[config.mk]
export PLATFORM = sky130hd
export DESIGN_NAME = move_commit_flat
export DESIGN_NICKNAME = d
export VERILOG_FILES = /design/src/rtl/move_commit_pkg.sv /design/src/rtl/move_commit_if.sv /design/src/rtl/move_commit.sv /design/src/flat_wrapper.sv
export SDC_FILE = /design/constraint.sdc
export NUM_CORES = 1
export LEC_CHECK = 0
export BUFFER_PORTS_ARGS = -buffer_cell sky130_fd_sc_hd__buf_2
export CORE_AREA = 2 2 127 141
export DETAILED_ROUTE_END_ITERATION = 10
export DIE_AREA = 0 0 129 143
export PLACE_DENSITY = 0.75
export SYNTH_ARGS = -nofsm -noshare
export SYNTH_HDL_FRONTEND = slang
export SYNTH_SLANG_ARGS = --single-unit
[constraint.sdc]
create_clock -name clk_in -period 3.3 [get_ports clk_in]
set_input_delay 0.165 -clock clk_in [delete_from_list [all_inputs] [get_ports clk_in]]
set_output_delay 0.165 -clock clk_in [all_outputs]
set_load 0.1 [all_outputs]
[src/rtl/move_commit_pkg.sv]
// Shared Go board types, colour constants and the move_commit FSM encoding.
package go_pkg;

  typedef logic [1:0] stone_t;

  localparam stone_t EMPTY = 2'b00;
  localparam stone_t BLACK = 2'b01;
  localparam stone_t WHITE = 2'b10;

  // Indexed board[row][col], each element one stone_t.
  typedef stone_t [8:0][8:0] board_t;

  localparam logic [3:0] BOARD_MAX = 4'd8;
  localparam logic [7:0] PASS_CODE = 8'hFF;

  typedef enum logic [3:0] {
    IDLE   = 4'b0001,
    CHECK  = 4'b0010,
    COMMIT = 4'b0100,
    REFUSE = 4'b1000
  } state_t;

  function automatic stone_t other_color(stone_t c);
    return (c == BLACK) ? WHITE : BLACK;
  endfunction

endpackage

[src/rtl/move_commit_if.sv]
// Move request/response handshake between the front ends (local, remote link) and move_commit.
interface move_commit_if;
  logic       move_ready;
  logic [7:0] move_in;
  logic       pass_in;
  logic       remote_ready;
  logic [7:0] remote_move;
  logic       remote_pass;
  logic       move_ack;
  logic       move_reject;
  logic       resp_remote;

  modport master (
    output move_ready, move_in, pass_in, remote_ready, remote_move, remote_pass,
    input  move_ack, move_reject, resp_remote
  );

  modport slave (
    input  move_ready, move_in, pass_in, remote_ready, remote_move, remote_pass,
    output move_ack, move_reject, resp_remote
  );
endinterface

[src/rtl/move_commit.sv]
// Validates and commits local/remote moves into the authoritative 9x9 board and turn state.
// Optional MOVE_HISTORY_EN builds the last_move / move_count registers.
module move_commit
  import go_pkg::*;
#(
  parameter stone_t LOCAL_COLOR = BLACK,
  parameter stone_t FIRST_COLOR = BLACK
) (
  input  logic         clk_in,
  input  logic         reset,
  move_commit_if.slave mv,
  output board_t       board,
  output logic         my_turn,
  output logic         game_over,
  output logic [7:0]   last_move,
  output logic [7:0]   move_count
);

  state_t     state;
  stone_t     turn;
  logic       req_remote;
  logic       req_pass;
  logic [3:0] req_row;
  logic [3:0] req_col;
  logic [1:0] pass_run;

  logic       local_on_turn;
  logic       take_remote;
  logic       in_range;
  stone_t     target;
  logic       reject_c;

  assign local_on_turn = (turn == LOCAL_COLOR);
  assign my_turn       = local_on_turn;

  // Simultaneous strobes: the side on turn wins; once the game is over local wins.
  always_comb begin
    take_remote = mv.remote_ready;
    if (mv.move_ready && mv.remote_ready)
      take_remote = !game_over && !local_on_turn;
  end

  assign in_range = (req_row <= BOARD_MAX) && (req_col <= BOARD_MAX);

  always_comb begin
    target = EMPTY;
    if (in_range) target = board[req_row][req_col];
  end

  // A requester is off turn when its remote-ness matches local being on turn.
  assign reject_c = game_over
                 || (req_remote == local_on_turn)
                 || (!req_pass && (!in_range || (target != EMPTY)));

  always_ff @(posedge clk_in) begin
    if (reset) begin
      state          <= IDLE;
      board          <= '0;
      turn           <= FIRST_COLOR;
      game_over      <= 1'b0;
      pass_run       <= 2'd0;
      req_remote     <= 1'b0;
      req_pass       <= 1'b0;
      req_row        <= 4'd0;
      req_col        <= 4'd0;
      mv.move_ack    <= 1'b0;
      mv.move_reject <= 1'b0;
      mv.resp_remote <= 1'b0;
    end else begin
      mv.move_ack    <= 1'b0;
      mv.move_reject <= 1'b0;
      unique case (state)
        IDLE: begin
          if (mv.move_ready || mv.remote_ready) begin
            req_remote <= take_remote;
            req_pass   <= take_remote ? mv.remote_pass      : mv.pass_in;
            req_row    <= take_remote ? mv.remote_move[7:4] : mv.move_in[7:4];
            req_col    <= take_remote ? mv.remote_move[3:0] : mv.move_in[3:0];
            state      <= CHECK;
          end
        end
        CHECK: state <= reject_c ? REFUSE : COMMIT;
        COMMIT: begin
          if (req_pass) begin
            pass_run <= pass_run + 2'd1;
            if (pass_run == 2'd1) game_over <= 1'b1;
          end else begin
            board[req_row][req_col] <= turn;
            pass_run                <= 2'd0;
          end
          turn           <= other_color(turn);
          mv.move_ack    <= 1'b1;
          mv.resp_remote <= req_remote;
          state          <= IDLE;
        end
        REFUSE: begin
          mv.move_reject <= 1'b1;
          mv.resp_remote <= req_remote;
          state          <= IDLE;
        end
        default: state <= IDLE;
      endcase
    end
  end

`ifdef MOVE_HISTORY_EN
  always_ff @(posedge clk_in) begin
    if (reset) begin
      last_move  <= PASS_CODE;
      move_count <= 8'h00;
    end else if (state == COMMIT) begin
      last_move <= req_pass ? PASS_CODE : {req_row, req_col};
      if (move_count != 8'hFF) move_count <= move_count + 8'd1;
    end
  end
`else
  assign last_move  = PASS_CODE;
  assign move_count = 8'h00;
`endif

endmodule
[src/flat_wrapper.sv]
// flat-port wrapper written by rule: the top's interface ports become plain ports
module move_commit_flat import go_pkg::*;
#(
  parameter stone_t LOCAL_COLOR = BLACK,
  parameter stone_t FIRST_COLOR = BLACK
)
  (clk_in, reset, board, my_turn, game_over, last_move, move_count, mv_move_ready, mv_move_in, mv_pass_in, mv_remote_ready, mv_remote_move, mv_remote_pass, mv_move_ack, mv_move_reject, mv_resp_remote);
  move_commit_if mv_i ();
  input  logic clk_in;
  input  logic reset;
  output board_t board;
  output logic my_turn;
  output logic game_over;
  output logic [7:0] last_move;
  output logic [7:0] move_count;
  input wire logic [$bits(mv_i.move_ready)-1:0] mv_move_ready;
  input wire logic [$bits(mv_i.move_in)-1:0] mv_move_in;
  input wire logic [$bits(mv_i.pass_in)-1:0] mv_pass_in;
  input wire logic [$bits(mv_i.remote_ready)-1:0] mv_remote_ready;
  input wire logic [$bits(mv_i.remote_move)-1:0] mv_remote_move;
  input wire logic [$bits(mv_i.remote_pass)-1:0] mv_remote_pass;
  output wire logic [$bits(mv_i.move_ack)-1:0] mv_move_ack;
  output wire logic [$bits(mv_i.move_reject)-1:0] mv_move_reject;
  output wire logic [$bits(mv_i.resp_remote)-1:0] mv_resp_remote;
  assign mv_i.move_ready = mv_move_ready;
  assign mv_i.move_in = mv_move_in;
  assign mv_i.pass_in = mv_pass_in;
  assign mv_i.remote_ready = mv_remote_ready;
  assign mv_i.remote_move = mv_remote_move;
  assign mv_i.remote_pass = mv_remote_pass;
  assign mv_move_ack = mv_i.move_ack;
  assign mv_move_reject = mv_i.move_reject;
  assign mv_resp_remote = mv_i.resp_remote;
  move_commit #(.LOCAL_COLOR(LOCAL_COLOR), .FIRST_COLOR(FIRST_COLOR)) u_core (.clk_in(clk_in), .reset(reset), .mv(mv_i), .board(board), .my_turn(my_turn), .game_over(game_over), .last_move(last_move), .move_count(move_count));
endmodule
==> impl_metrics.sql, run 1 <==
INSERT INTO impl_metrics (metric_group, metric, value, unit) VALUES
('clock_tree', 'cts_inserted_buffers', '17', ''),
('timing', 'post-route-period-util', '85.8', '%'),
('timing', 'hold_violations', '0', ''),
('timing', 'final-max-slew-violation-count', '0', ''),
('critical_path', 'worstPathRequired', '3.63', 'ns'),
('synthesis', 'synth-async-reset-ratio', '0', '%'),
('synthesis', 'syn-instance-count', '1088', ''),
('cells_and_area', 'finalInstanceArea', '10000', 'µm²'),
('critical_path', 'critical_path.reg2reg.endpoint', 'u_core.state[3]$_SDFFE_PP0P_', ''),
('route', 'postRouteWirelength', '26.2', 'mm'),
('placement', 'placed_cells_incl_taps', '1439', ''),
('synthesis', 'ys_seq_elements', '184', ''),
('timing', 'setup_viol', '0', ''),
('synthesis', 'sequential_to_total_area_share_from_yosys_stat', '43.9', '%'),
('critical_path', 'timing.critical_path.fanout_max', '16', ''),
('synthesis', 'synth_area_per_cell', '7.71', 'µm²'),
('critical_path', 'r2r_setup_slack', '0.47', 'ns'),
('timing', 'timing.fmax', '0.353', 'GHz'),
('timing', 'fin_crit', '2.83', 'ns'),
('clock_tree', 'clock_tree.htree_level_count', '4', ''),
('critical_path', 'crit_arrival', '3.16', 'ns'),
('synthesis', 'synth_flop_cell', 'sky130_fd_sc_hd__dfxtp_1', ''),
('critical_path', 'reg2reg_from', 'u_core.req_row[1]$_SDFFE_PP0P_', ''),
('route', 'wl_per_cell', '17.8', 'µm'),
('critical_path', 'setup.worst_path.start_class', 'register', ''),
('floorplan', 'dieWidth', '129', 'µm'),
('clock_tree', 'tritoncts_num_sinks', '184', ''),
('synthesis', 'yosysTopAreaCellShare', '43.9', '%'),
('route', 'vias', '8469', ''),
('critical_path', 'worst-setup-path-type', 'register to register', ''),
('clock_tree', 'cts_root_buf', 'sky130_fd_sc_hd__clkbuf_16', ''),
('timing', 'final.setup_skew', '0.0113', 'ns'),
('clock_tree', 'post_cts.repair.setup_buffers', '0', ''),
('synthesis', 'synth.cell_area', '8380', 'µm²'),
('clock_tree', 'ctsResizeCount', '0', ''),
('timing', 'tightestPinTransition', '0.968', 'ns'),
('placement', 'hpwl', '17.9', 'mm'),
('critical_path', 'endpoint_kind', 'register', ''),
('floorplan', 'io_pins', '205', ''),
('cells_and_area', 'final_layout_size_suffix_gt1_share', '22.5', '%'),
('cells_and_area', 'layout.cells.most_common', 'sky130_fd_sc_hd__nand2_1', ''),
('timing', 'grt_setup_unrepaired', 'false', ''),
('critical_path', 'critPathLaunch', 'u_core.req_row[1]$_SDFFE_PP0P_', ''),
('status', 'status', 'complete, no violations', ''),
('placement', 'dpl_cell_area', '9400', 'µm²'),
('floorplan', 'std_cell_rows', '50', ''),
('timing', 'tns_setup', '0', 'ns'),
('cells_and_area', 'commonest_cells_after_routing_fill_and_taps_aside', '210 x sky130_fd_sc_hd__nand2_1, 187 x sky130_fd_sc_hd__buf_2, 181 x sky130_fd_sc_hd__dfxtp_1, 142 x sky130_fd_sc_hd__a21oi_1, 133 x sky130_fd_sc_hd__nand3_1', ''),
('cells_and_area', 'antenna-diode-count', '0', ''),
('synthesis', 'post_synth_num_cell_types', '60', ''),
('floorplan', 'core_area', '17000', 'µm²'),
('timing', 'layout_setup_ws', '0.470', 'ns'),
('global_route', 'grt_max_degree', '181', ''),
('route', 'post_drt_via_cell_ratio', '5.76', ''),
('floorplan', 'die_height', '143', 'µm'),
('route', 'drtAntennaViolNets', '0', ''),
('route', 'pre_repair_dr_iteration_count', '5', ''),
('global_route', 'grt.overflow.total', '0', ''),
('floorplan', 'initial_core_util', '49.4', '%'),
('clock_tree', 'cts_tree', 'done', ''),
('cells_and_area', 'syn2layout_area_growth', '19.6', '%'),
('synthesis', 'yosys_warnings', '0', ''),
('power_and_ir_drop', 'cellLeakagePower', '3.96', 'nW'),
('cells_and_area', 'final_core_util', '59.1', '%'),
('flow_run', 'maxCapViolCount', '0', ''),
('power_and_ir_drop', 'power.density_cell_area', '514', 'nW/µm²'),
('critical_path', 'critPathCapture', 'u_core.state[3]$_SDFFE_PP0P_', ''),
('route', 'drt_first_iter_violations', '923', ''),
('timing', 'relSlewSlack', '35.4', '%'),
('cells_and_area', 'final_net_count', '1247', ''),
('worst_hold_path', 'timing.hold.worst.class', 'primary input to register', '');
==> power by group <==
part	switching (mW)	leakage [nW]	internal, mW
registers	0.0922	1.48	2.25
clock network	0.846	0.312	1.31
logic	0.468	2.16	0.195
==> per-layer routing <==
layer,GRT usage (%),wire length (µm),vias to the layer above
met3,5.55,1980,58
met5,0,0,-
li1,-,-,4000
met4,12.6,869,0
met2,45.0,12600,387
met1,37.1,10700,4024
==> stage by stage <==
step / total power, mW / hold slack, ns
after global routing: 5.31 / 0.0699
final: 5.16 / 0.0529
after CTS: 5.16 / 0.0299
after floorplan: 2.85 / 0.333
after global placement: 3.03 / 0.450
after detailed placement: 3.04 / 0.461
==> worst min path at each step <==
| stage | cells after the start | start | end | slack [ns] |
|---|---|---|---|---|
| global route | 3 | mv_remote_ready | u_core.req_remote$_SDFFE_PP0P_ | 0.07 |
| CTS | 3 | mv_remote_ready | u_core.req_remote$_SDFFE_PP0P_ | 0.03 |
| finish | 3 | mv_remote_ready | u_core.req_remote$_SDFFE_PP0P_ | 0.05 |
| floorplan | 2 | mv_remote_ready | u_core.req_remote$_SDFFE_PP0P_ | 0.33 |
| detailed placement | 2 | u_core.board[97]$_SDFFE_PP0P_ | u_core.board[97]$_SDFFE_PP0P_ | 0.46 |
| global placement | 2 | u_core.pass_run[1]$_SDFFE_PP0P_ | u_core.pass_run[1]$_SDFFE_PP0P_ | 0.45 |
==> cells by family after synthesis <==
group | after synthesis | synth area share [%]
AND/OR/NAND/NOR | 533 | 29.2
buffers and inverters | 116 | 6.40
adder cells (fa/ha/maj) | 1 | 0.149
flip-flops | 184 | 43.9
XOR/XNOR | 2 | 0.209
multiplexers | 44 | 5.85
other | 2 | 0.0896
AO/OA/AOI/OAI | 206 | 14.1
==> critical path: stages, from the launching register on <==
cell and delay (ns):
sky130_fd_sc_hd__dfxtp_1 0.80, sky130_fd_sc_hd__buf_4 0.36, sky130_fd_sc_hd__nor4b_1 0.48, sky130_fd_sc_hd__nor3_1 0.10, sky130_fd_sc_hd__a32o_1 0.26, sky130_fd_sc_hd__a211oi_1 0.35, sky130_fd_sc_hd__o221ai_1 0.16, sky130_fd_sc_hd__o21a_1 0.20
==> final cells by class <==
type                       count  area (µm²)
fill                        1566        6930
clock buffer                  24         512
tap                          234         293
timing repair buffer         215        1160
sequential                   184        3690
clock inverter                 7         114
multi-input combinational    802        4250
inverter                       4        15.0
==> registers in the layout, indices dropped and copies added, names as in the netlist <==
signal and cells:
u_core.req_remote 1, u_core.req_pass 1, u_core.mv.resp_remote 1, u_core.game_over 1, u_core.req_col 4, u_core.board 162, u_core.state 4, u_core.turn 2
u_core.pass_run 2, u_core.mv.move_reject 1, u_core.mv.move_ack 1, u_core.req_row 4
==> Yosys cell counts, drive strengths merged, types with 3 or more instances <==
| cell type | number |
|---|---|
| or4b | 3 |
| nor2 | 101 |
| o31a | 3 |
| a31oi | 3 |
| nor4b | 7 |
| o311ai | 4 |
| a211oi | 13 |
| a21oi | 142 |
| nand2b | 7 |
| nor4 | 5 |
| or3 | 7 |
| nor3 | 33 |
| mux2i | 40 |
| dfxtp | 184 |
| buf | 40 |
| nor3b | 4 |
| o21ai | 15 |
| nand3 | 133 |
| or2 | 8 |
| clkbuf | 72 |
| mux4 | 4 |
| nand2 | 214 |
| a2111oi | 7 |
| inv | 4 |
No activity file was read; power rests on OpenSTA's default activity.
==> run 2, diff against run 1 <==
- ABC_AREA: not set -> 1
- CORE_AREA: 2 2 127 141 -> 2 2 122 136
- DIE_AREA: 0 0 129 143 -> 0 0 124 138
- PLACE_DENSITY: 0.75 -> 0.76
- TNS_END_PERCENT: not set -> 100
==> run 2 against run 1 <==
  * Power down 9.4%
  * Non-clock buffer count down 21
  * Register-to-register slack better by 0.37 ns
  * Largest power group unchanged
  * Largest cell class is now flip-flops and latches
  * Critical endpoint is now u_core.state[2]$_SDFFE_PP0P_
  * Sequential power down 3%
  * Global-route usage up 0.12 points
  * Critical path type unchanged
  * Via count down 6.1%
  * Clock skew about the same
  * Routed wire length down 6.5%
  * Clock-buffer cell count down 6
  * Utilization down 0.45 points
  * Setup slack better by 0.37 ns
  * Flip-flop and latch count unchanged
==> impl_metrics.sql, run 2 <==
INSERT INTO impl_metrics (metric_group, metric, value, unit) VALUES
('synthesis', 'synth-edff-count', '0', ''),
('status', 'status', 'complete, no violations', ''),
('global_route', 'grt_first_pass_wirelength', '37.6', 'mm'),
('cells_and_area', 'largest_reg_flops', '162', ''),
('synthesis', 'sequential_to_total_area_share_from_yosys_stat', '47.3', '%'),
('placement', 'hpwl', '17.5', 'mm'),
('floorplan', 'io_pins', '205', ''),
('critical_path', 'worstPathRequired', '3.63', 'ns'),
('power_and_ir_drop', 'intPower', '3.37', 'mW'),
('worst_hold_path', 'timing.hold.worst.class', 'primary input to register', ''),
('critical_path', 'timing.critical_path.fanout_max', '13', ''),
('timing', 'fin_crit', '2.46', 'ns'),
('global_route', 'global_routing_usage_on_met3', '7.10', '%'),
('cells_and_area', 'finalInstanceArea', '9350', 'µm²'),
('clock_tree', 'post_cts_hold_buffer_count', '0', ''),
('timing', 'hold_violations', '0', ''),
('timing', 'final.setup_skew', '0.0114', 'ns'),
('global_route', 'globalRoute.busiestLayer', 'met2', ''),
('power_and_ir_drop', 'sw_pwr', '1.30', 'mW'),
('cells_and_area', 'final_net_count', '1246', ''),
('timing', 'final-max-slew-violation-count', '0', ''),
('clock_tree', 'clkTransAtPathRegs', '0.07', 'ns'),
('power_and_ir_drop', 'comb_power_share', '9.0', '%'),
('synthesis', 'synthDominantAreaCellType', 'sky130_fd_sc_hd__dfxtp_1', ''),
('floorplan', 'initial_core_util', '48.8', '%'),
('clock_tree', 'ctsLongestPathBuffers', '2', ''),
('clock_tree', 'clock_tree.htree_level_count', '4', ''),
('synthesis', 'most_instantiated_library_cell_after_synthesis', 'sky130_fd_sc_hd__nor2_1', ''),
('placement', 'routability_congestion_estimate', '1.01', ''),
('timing', 'setup_viol', '0', ''),
('placement', 'dpl_cell_area', '8790', 'µm²'),
('cells_and_area', 'syn2layout_area_growth', '20.1', '%'),
('global_route', 'grt.overflow.total', '0', ''),
('power_and_ir_drop', 'cellLeakagePower', '4.21', 'nW'),
('power_and_ir_drop', 'vdd_ir_drop_max', '0.000329', 'V'),
('timing', 'grt_setup_unrepaired', 'false', ''),
('route', 'drt_first_iter_violations', '682', ''),
('clock_tree', 'post_cts.repair.setup_buffers', '0', ''),
('power_and_ir_drop', 'sequentialPowerShare', '48.9', '%'),
('clock_tree', 'cts_root_buf', 'sky130_fd_sc_hd__clkbuf_16', ''),
('clock_tree', 'cts_tree', 'done', ''),
('power_and_ir_drop', 'power_switching_share', '27.8', '%'),
('critical_path', 'timing.critical_path.slowest_stage_cell', 'sky130_fd_sc_hd__nor3_2', ''),
('cells_and_area', 'antenna-diode-count', '0', ''),
('floorplan', 'floorplan.die_area', '17100', 'µm²'),
('cells_and_area', 'final_layout_size_suffix_gt1_share', '20.2', '%'),
('cells_and_area', 'commonest_cells_after_routing_fill_and_taps_aside', '273 x sky130_fd_sc_hd__nor2_1, 188 x sky130_fd_sc_hd__buf_2, 184 x sky130_fd_sc_hd__dfxtp_1, 120 x sky130_fd_sc_hd__o21ai_0, 115 x sky130_fd_sc_hd__nand2_1', ''),
('critical_path', 'reg2reg_depth', '12', ''),
('route', 'drtAntennaViolNets', '0', ''),
('synthesis', 'synth.cell_area', '7790', 'µm²'),
('timing', 'tightestPinTransition', '0.979', 'ns'),
('synthesis', 'synth.top_cells.by_area', 'sky130_fd_sc_hd__dfxtp_1 47%, sky130_fd_sc_hd__nor2_1 13%, sky130_fd_sc_hd__o21ai_0 7.7%, sky130_fd_sc_hd__a211oi_1 6.9%, sky130_fd_sc_hd__a21oi_1 6.4%', ''),
('critical_path', 'cp_cell_sequence', 'inv_1, nand2_1, nor3_2, o21ai_0, nand3_1, nand2_1, nand2_1, o21ai_0, nand3_1, nand2_1, nand2_1, nor2_1', ''),
('synthesis', 'ys_top_cells_by_count', '273 x sky130_fd_sc_hd__nor2_1, 184 x sky130_fd_sc_hd__dfxtp_1, 120 x sky130_fd_sc_hd__o21ai_0, 115 x sky130_fd_sc_hd__nand2_1, 99 x sky130_fd_sc_hd__a21oi_1', ''),
('critical_path', 'setup.worst_path.start_class', 'register', ''),
('clock_tree', 'ctsResizeCount', '0', ''),
('route', 'post-route-drc-count', '0', ''),
('clock_tree', 'cts_inserted_buffers', '17', ''),
('timing', 'timing.fmax', '0.406', 'GHz'),
('clock_tree', 'tritoncts_num_sinks', '184', ''),
('route', 'vias', '7956', ''),
('synthesis', 'yosys_warnings', '0', ''),
('global_route', 'antenna_violations_before_repair', '0', ''),
('synthesis', 'syn-instance-count', '1056', ''),
('synthesis', 'synth-async-reset-ratio', '0', '%'),
('timing', 'relSlewSlack', '34.8', '%'),
('timing', 'tns_setup', '0', 'ns'),
('global_route', 'globalRouteTotalUtil', '28.3', '%'),
('global_route', 'first_global_vias', '7148', ''),
('critical_path', 'delay_of_the_slowest_cell_on_the_worst_path', '0.53', 'ns'),
('global_route', 'grtUsageMet1', '36.6', '%'),
('synthesis', 'post_synth_num_cell_types', '28', ''),
('critical_path', 'worst-setup-path-type', 'register to register', ''),
('flow_run', 'maxCapViolCount', '0', ''),
('floorplan', 'core_area', '15900', 'µm²'),
('floorplan', 'std_cell_rows', '49', ''),
('synthesis', 'synth_area_per_cell', '7.37', 'µm²'),
('cells_and_area', 'layout.cells.most_common', 'sky130_fd_sc_hd__nor2_1', ''),
('cells_and_area', 'registers.top_by_ff_count', 'u_core.board', ''),
('global_route', 'global_route.usage.met2', '45.1', '%'),
('route', 'postRouteWirelength', '24.5', 'mm'),
('synthesis', 'yosysTopAreaCellShare', '47.3', '%'),
('placement', 'buffer_ports.inserted', '188', ''),
('timing', 'post-route-period-util', '74.6', '%'),
('floorplan', 'die_height', '138', 'µm'),
('timing', 'fin_hold_ws', '0.0722', 'ns'),
('critical_path', 'crit_path_frequent_cell', 'sky130_fd_sc_hd__nand2_1', ''),
('synthesis', 'ys_seq_elements', '184', ''),
('floorplan', 'dieWidth', '124', 'µm'),
('route', 'post_drt_via_cell_ratio', '5.53', ''),
('route', 'wl_per_cell', '17.0', 'µm'),
('critical_path', 'crit_arrival', '2.79', 'ns'),
('route', 'pre_repair_dr_iteration_count', '7', ''),
('synthesis', 'synth_flop_cell', 'sky130_fd_sc_hd__dfxtp_1', ''),
('power_and_ir_drop', 'power.density_cell_area', '500', 'nW/µm²'),
('global_route', 'grt_max_degree', '82', ''),
('critical_path', 'endpoint_kind', 'register', ''),
('clock_tree', 'worst_skew_pair.late_latency', '0.44', 'ns'),
('worst_hold_path', 'worstHoldPathCells', '5', ''),
('power_and_ir_drop', 'p_clk_share', '42.2', '%');
run 2: changes by cell type in the layout (fill, tap and decap cells not counted), moves of 10 or more:
cell,delta
sky130_fd_sc_hd__inv_1,+33
sky130_fd_sc_hd__buf_4,-21
sky130_fd_sc_hd__a211oi_1,+59
sky130_fd_sc_hd__a21oi_1,-43
sky130_fd_sc_hd__o21ai_0,+105
sky130_fd_sc_hd__nor2_1,+178
sky130_fd_sc_hd__nand3_1,-92
sky130_fd_sc_hd__nor3_1,-31
sky130_fd_sc_hd__clkinv_1,+10
sky130_fd_sc_hd__mux2i_1,-40
sky130_fd_sc_hd__nand2_1,-95
run 2: metrics by stage:
step	util [%]	total power, mW	worst slack, ns	cells
2_1_floorplan	-	2.65	0.726	1070
3_3_place_gp	55.1	2.74	0.934	1408
3_5_place_dp	55.1	2.75	0.895	1408
4_1_cts	58.7	4.68	0.873	1440
5_1_grt	58.7	4.81	0.622	1440
6_report	58.7	4.67	0.838	1440
run 2: worst max-delay path: cells and delay by family, from the launching register on:
kind	cells	cell delay (ns)
AOI/OAI and AO/OA	2	0.28
buffers and inverters	1	0.22
DFF	1	0.43
and+or+nand+nor	9	1.42
run 2: layer usage:
| layer | routed length (µm) | vias to the layer above |
|---|---|---|
| li1 | - | 3883 |
| met1 | 10300 | 3683 |
| met2 | 11400 | 340 |
| met3 | 2140 | 50 |
| met4 | 716 | 0 |
| met5 | 0 | - |
run 2: logic make-up (layout without fill, tap and decap cells):
kind of cell / Yosys count / in the layout / synth area share [%]
buffers and inverters: 116 / 282 / 6.44
AOI/OAI and AO/OA: 304 / 304 / 22.3
other: 2 / 16 / 0.0965
and+or+nand+nor: 449 / 449 / 23.7
DFF: 184 / 184 / 47.3
adders and majority gates: 1 / 1 / 0.161
run 2: final cells by class:
type	count	area [µm²]
Clock buffer	18	439
Clock inverter	14	125
Fill cell	1533	6590
Inverter	56	211
Multi-Input combinational cell	770	3650
Sequential cell	184	3680
Tap cell	204	255
Timing Repair Buffer	194	986
run 2: worst paths after layout:
| path | startpoint | end | slack [ns] |
|---|---|---|---|
| max | u_core.req_row[1]$_SDFFE_PP0P_ | u_core.state[2]$_SDFFE_PP0P_ | 0.84 |
| min reg2reg | u_core.mv.resp_remote$_SDFFE_PP0P_ | u_core.mv.resp_remote$_SDFFE_PP0P_ | 0.49 |
| min | mv_remote_move[6] | u_core.req_row[2]$_SDFFE_PP0P_ | 0.07 |
| max reg2reg | u_core.req_row[1]$_SDFFE_PP0P_ | u_core.state[2]$_SDFFE_PP0P_ | 0.84 |
run 2: power groups by stage:
stage	Sequential [mW]	Combinational, mW	Clock [mW]
after floorplan	2.32	0.330	0
after global placement	2.33	0.412	0
after detailed placement	2.33	0.413	0
after CTS	2.28	0.414	1.98
after global routing	2.29	0.453	2.07
final	2.28	0.419	1.97
==> run 3, diff against run 2 <==
- ABC_AREA: 1 -> 0
- CORE_AREA: 2 2 122 136 -> 2 2 127 141
- DIE_AREA: 0 0 124 138 -> 0 0 129 143
- PLACE_DENSITY: 0.76 -> 0.75
- clock period: 3.3 -> 2.3 ns (I/O delays scaled with it)
==> run 3 against run 2 <==
  * Hold slack lost 0.053 ns
  * Flip-flop and latch count is the same
  * Setup slack lost 0.77 ns
  * Die area grew 7.8%
  * Utilization grew 2.6 points
  * Critical path depth shrank 5
  * Routed wire length grew 7.7%
  * Clock power grew 43%
  * Final cell count grew 5.1%
  * Critical endpoint is now u_core.state[3]$_SDFFE_PP0P_
  * Largest cell class is now multi-input combinational cells
  * Largest power group unchanged
==> impl_metrics.sql, run 3 (same netlist as run 1, synthesis figures left out) <==
INSERT INTO impl_metrics (metric_group, metric, value, unit) VALUES
('route', 'detailroute.wirelength.met3', '1.97', 'mm'),
('critical_path', 'critPathLaunch', 'u_core.req_row[1]$_SDFFE_PP0P_', ''),
('cells_and_area', 'finalInstanceArea', '10400', 'µm²'),
('timing', 'final-max-slew-violation-count', '0', ''),
('critical_path', 'timing.critical_path.slowest_stage_cell', 'sky130_fd_sc_hd__or4b_2', ''),
('route', 'post-route-drc-count', '0', ''),
('worst_hold_path', 'min_from', 'mv_remote_move[2]', ''),
('power_and_ir_drop', 'power', '7.24', 'mW'),
('floorplan', 'floorplan.die_area', '18400', 'µm²'),
('floorplan', 'std_cell_rows', '50', ''),
('global_route', 'grt_max_degree', '88', ''),
('critical_path', 'worstPathRequired', '2.63', 'ns'),
('route', 'post_drt_via_cell_ratio', '5.64', ''),
('power_and_ir_drop', 'power.density_cell_area', '697', 'nW/µm²'),
('worst_hold_path', 'worstHoldPathCells', '3', ''),
('clock_tree', 'cts_root_buf', 'sky130_fd_sc_hd__clkbuf_16', ''),
('global_route', 'globalRouteTotalUtil', '28.7', '%'),
('global_route', 'first_global_vias', '7594', ''),
('timing', 'timing.fmax', '0.448', 'GHz'),
('route', 'drt_first_iter_violations', '867', ''),
('placement', 'buffer_ports.inserted', '188', ''),
('placement', 'dpl_cell_area', '9810', 'µm²'),
('critical_path', 'endpoint_kind', 'register', ''),
('route', 'drtAntennaViolNets', '0', ''),
('timing', 'post-route-period-util', '97.1', '%'),
('cells_and_area', 'num-fill-cells', '1492', ''),
('critical_path', 'worst-setup-path-type', 'register to register', ''),
('global_route', 'grt_first_pass_wirelength', '41.0', 'mm'),
('timing', 'grt_setup_unrepaired', 'true', ''),
('floorplan', 'dieWidth', '129', 'µm'),
('timing', 'final.setup_skew', '0.0171', 'ns'),
('floorplan', 'initial_core_util', '49.4', '%'),
('placement', 'hpwl', '18.6', 'mm'),
('timing', 'fin_crit', '2.23', 'ns'),
('cells_and_area', 'antenna-diode-count', '0', ''),
('timing', 'layout_setup_ws', '0.0678', 'ns'),
('timing', 'tightestPinTransition', '0.976', 'ns'),
('power_and_ir_drop', 'cellLeakagePower', '4.16', 'nW'),
('placement', 'detailedPlace.worstSlack', '0.0377', 'ns'),
('route', 'vias', '8527', ''),
('critical_path', 'cp_cell_sequence', 'buf_12, or4b_2, o31a_1, a31oi_1, o22ai_1, a211o_1, o21a_1', ''),
('route', 'pre_repair_dr_iteration_count', '6', ''),
('critical_path', 'delay_of_the_slowest_cell_on_the_worst_path', '0.60', 'ns'),
('cells_and_area', 'final_core_util', '61.3', '%'),
('placement', 'routability_congestion_estimate', '0.996', ''),
('clock_tree', 'cts_tree', 'done', ''),
('floorplan', 'io_pins', '205', ''),
('cells_and_area', 'largest_reg_flops', '162', ''),
('clock_tree', 'cts_inserted_buffers', '17', ''),
('clock_tree', 'worst_skew_pair.late_latency', '0.44', 'ns'),
('global_route', 'antenna_violations_before_repair', '0', ''),
('clock_tree', 'clkTransAtPathRegs', '0.07', 'ns'),
('worst_hold_path', 'timing.hold.worst.class', 'primary input to register', ''),
('timing', 'relSlewSlack', '34.9', '%'),
('critical_path', 'crit_arrival', '2.57', 'ns'),
('critical_path', 'r2r_setup_slack', '0.07', 'ns'),
('placement', 'placed_cells_incl_taps', '1482', ''),
('timing', 'hold_violations', '0', ''),
('cells_and_area', 'seqCellArea', '3700', 'µm²'),
('critical_path', 'setup.worst_path.start_class', 'register', ''),
('critical_path', 'reg2reg_from', 'u_core.req_row[1]$_SDFFE_PP0P_', ''),
('critical_path', 'timing.critical_path.fanout_max', '27', ''),
('power_and_ir_drop', 'vdd_ir_drop_max', '0.000587', 'V'),
('cells_and_area', 'commonest_cells_after_routing_fill_and_taps_aside', '210 x sky130_fd_sc_hd__nand2_1, 187 x sky130_fd_sc_hd__buf_2, 170 x sky130_fd_sc_hd__dfxtp_1, 141 x sky130_fd_sc_hd__a21oi_1, 133 x sky130_fd_sc_hd__nand3_1', ''),
('flow_run', 'maxCapViolCount', '0', ''),
('cells_and_area', 'final_layout_size_suffix_gt1_share', '26.1', '%'),
('timing', 'setup_viol', '0', ''),
('clock_tree', 'ctsLongestPathBuffers', '2', ''),
('cells_and_area', 'layout.cells.most_common', 'sky130_fd_sc_hd__nand2_1', ''),
('timing', 'tns_setup', '0', 'ns'),
('route', 'top_layer_used', 'met4', ''),
('critical_path', 'reg2reg_depth', '7', ''),
('clock_tree', 'clock_tree.htree_level_count', '4', ''),
('cells_and_area', 'syn2layout_area_growth', '23.9', '%'),
('route', 'wl_met1', '11.0', 'mm'),
('cells_and_area', 'finalNonFillerCells', '1513', ''),
('global_route', 'grt.overflow.total', '0', ''),
('route', 'wl_met2', '12.7', 'mm'),
('timing', 'fin_hold_ws', '0.0197', 'ns'),
('route', 'postRouteWirelength', '26.3', 'mm'),
('cells_and_area', 'final_net_count', '1291', ''),
('floorplan', 'die_height', '143', 'µm'),
('cells_and_area', 'multi_input_area', '4260', 'µm²'),
('status', 'status', 'complete, no violations', ''),
('critical_path', 'critical_path.reg2reg.endpoint', 'u_core.state[3]$_SDFFE_PP0P_', ''),
('clock_tree', 'tritoncts_num_sinks', '184', ''),
('floorplan', 'core_area', '17000', 'µm²'),
('cells_and_area', 'registers.top_by_ff_count', 'u_core.board', ''),
('route', 'wl_per_cell', '17.4', 'µm'),
('worst_hold_path', 'hold-path-endpoint', 'u_core.req_col[2]$_SDFFE_PP0P_', '');
[run 3: changes by cell type in the layout (fill, tap and decap cells not counted), moves of 33 or more]
| cell | delta |
|---|---|
| sky130_fd_sc_hd__mux2i_1 | +40 |
| sky130_fd_sc_hd__a211oi_1 | -59 |
| sky130_fd_sc_hd__buf_4 | +58 |
| sky130_fd_sc_hd__a21oi_1 | +42 |
| sky130_fd_sc_hd__o21ai_0 | -105 |
| sky130_fd_sc_hd__nand3_1 | +92 |
| sky130_fd_sc_hd__inv_1 | -33 |
| sky130_fd_sc_hd__nor2_1 | -178 |
| sky130_fd_sc_hd__nand2_1 | +95 |
[run 3: worst max path at each step]
stage / endpoint / slack, ns / cells after the start
global placement: u_core.state[2]$_SDFFE_PP0P_ / -0.05 / 8
detailed placement: u_core.state[2]$_SDFFE_PP0P_ / 0.04 / 8
global route: u_core.state[2]$_SDFFE_PP0P_ / -0.005 / 6
finish: u_core.state[3]$_SDFFE_PP0P_ / 0.07 / 7
CTS: u_core.state[2]$_SDFFE_PP0P_ / 0.04 / 8
floorplan: u_core.state[2]$_SDFFE_PP0P_ / 0.06 / 6
[run 3: timing repair]
action                                 in CTS  in global routing
setup endpoints to repair                   0                 38
resized for setup                           0                  7
buffers inserted                            0                  0
hold buffers                                1                  0
endpoints found under the hold margin       1                  0
[run 3: power by group]
part	total (mW)	leakage (nW)	internal (mW)	switching [mW]
logic	1.14	2.40	0.387	0.752
registers	3.29	1.49	3.22	0.0703
clock network	2.81	0.269	1.54	1.26
[run 3: cell type report]
cell class	instances	share of cell area, %
Multi-Input combinational cell	802	41.0
Sequential cell	184	35.6
Timing Repair Buffer	259	15.1
Clock buffer	20	4.40
Tap cell	234	2.82
Clock inverter	10	0.915
Inverter	4	0.145
[run 3: routing by layer]
layer	track usage, %	vias up
li1	-	4093
met1	38.0	3983
met2	46.5	400
met3	5.32	51
met4	11.4	0
met5	0	-
[run 3: worst max-delay path, delay by kind of cell (launching register included)]
kind,cells,cell delay (ns)
DFF,1,0.35
and+or+nand+nor,1,0.60
buffers and inverters,1,0.18
AOI/OAI and AO/OA,5,0.99
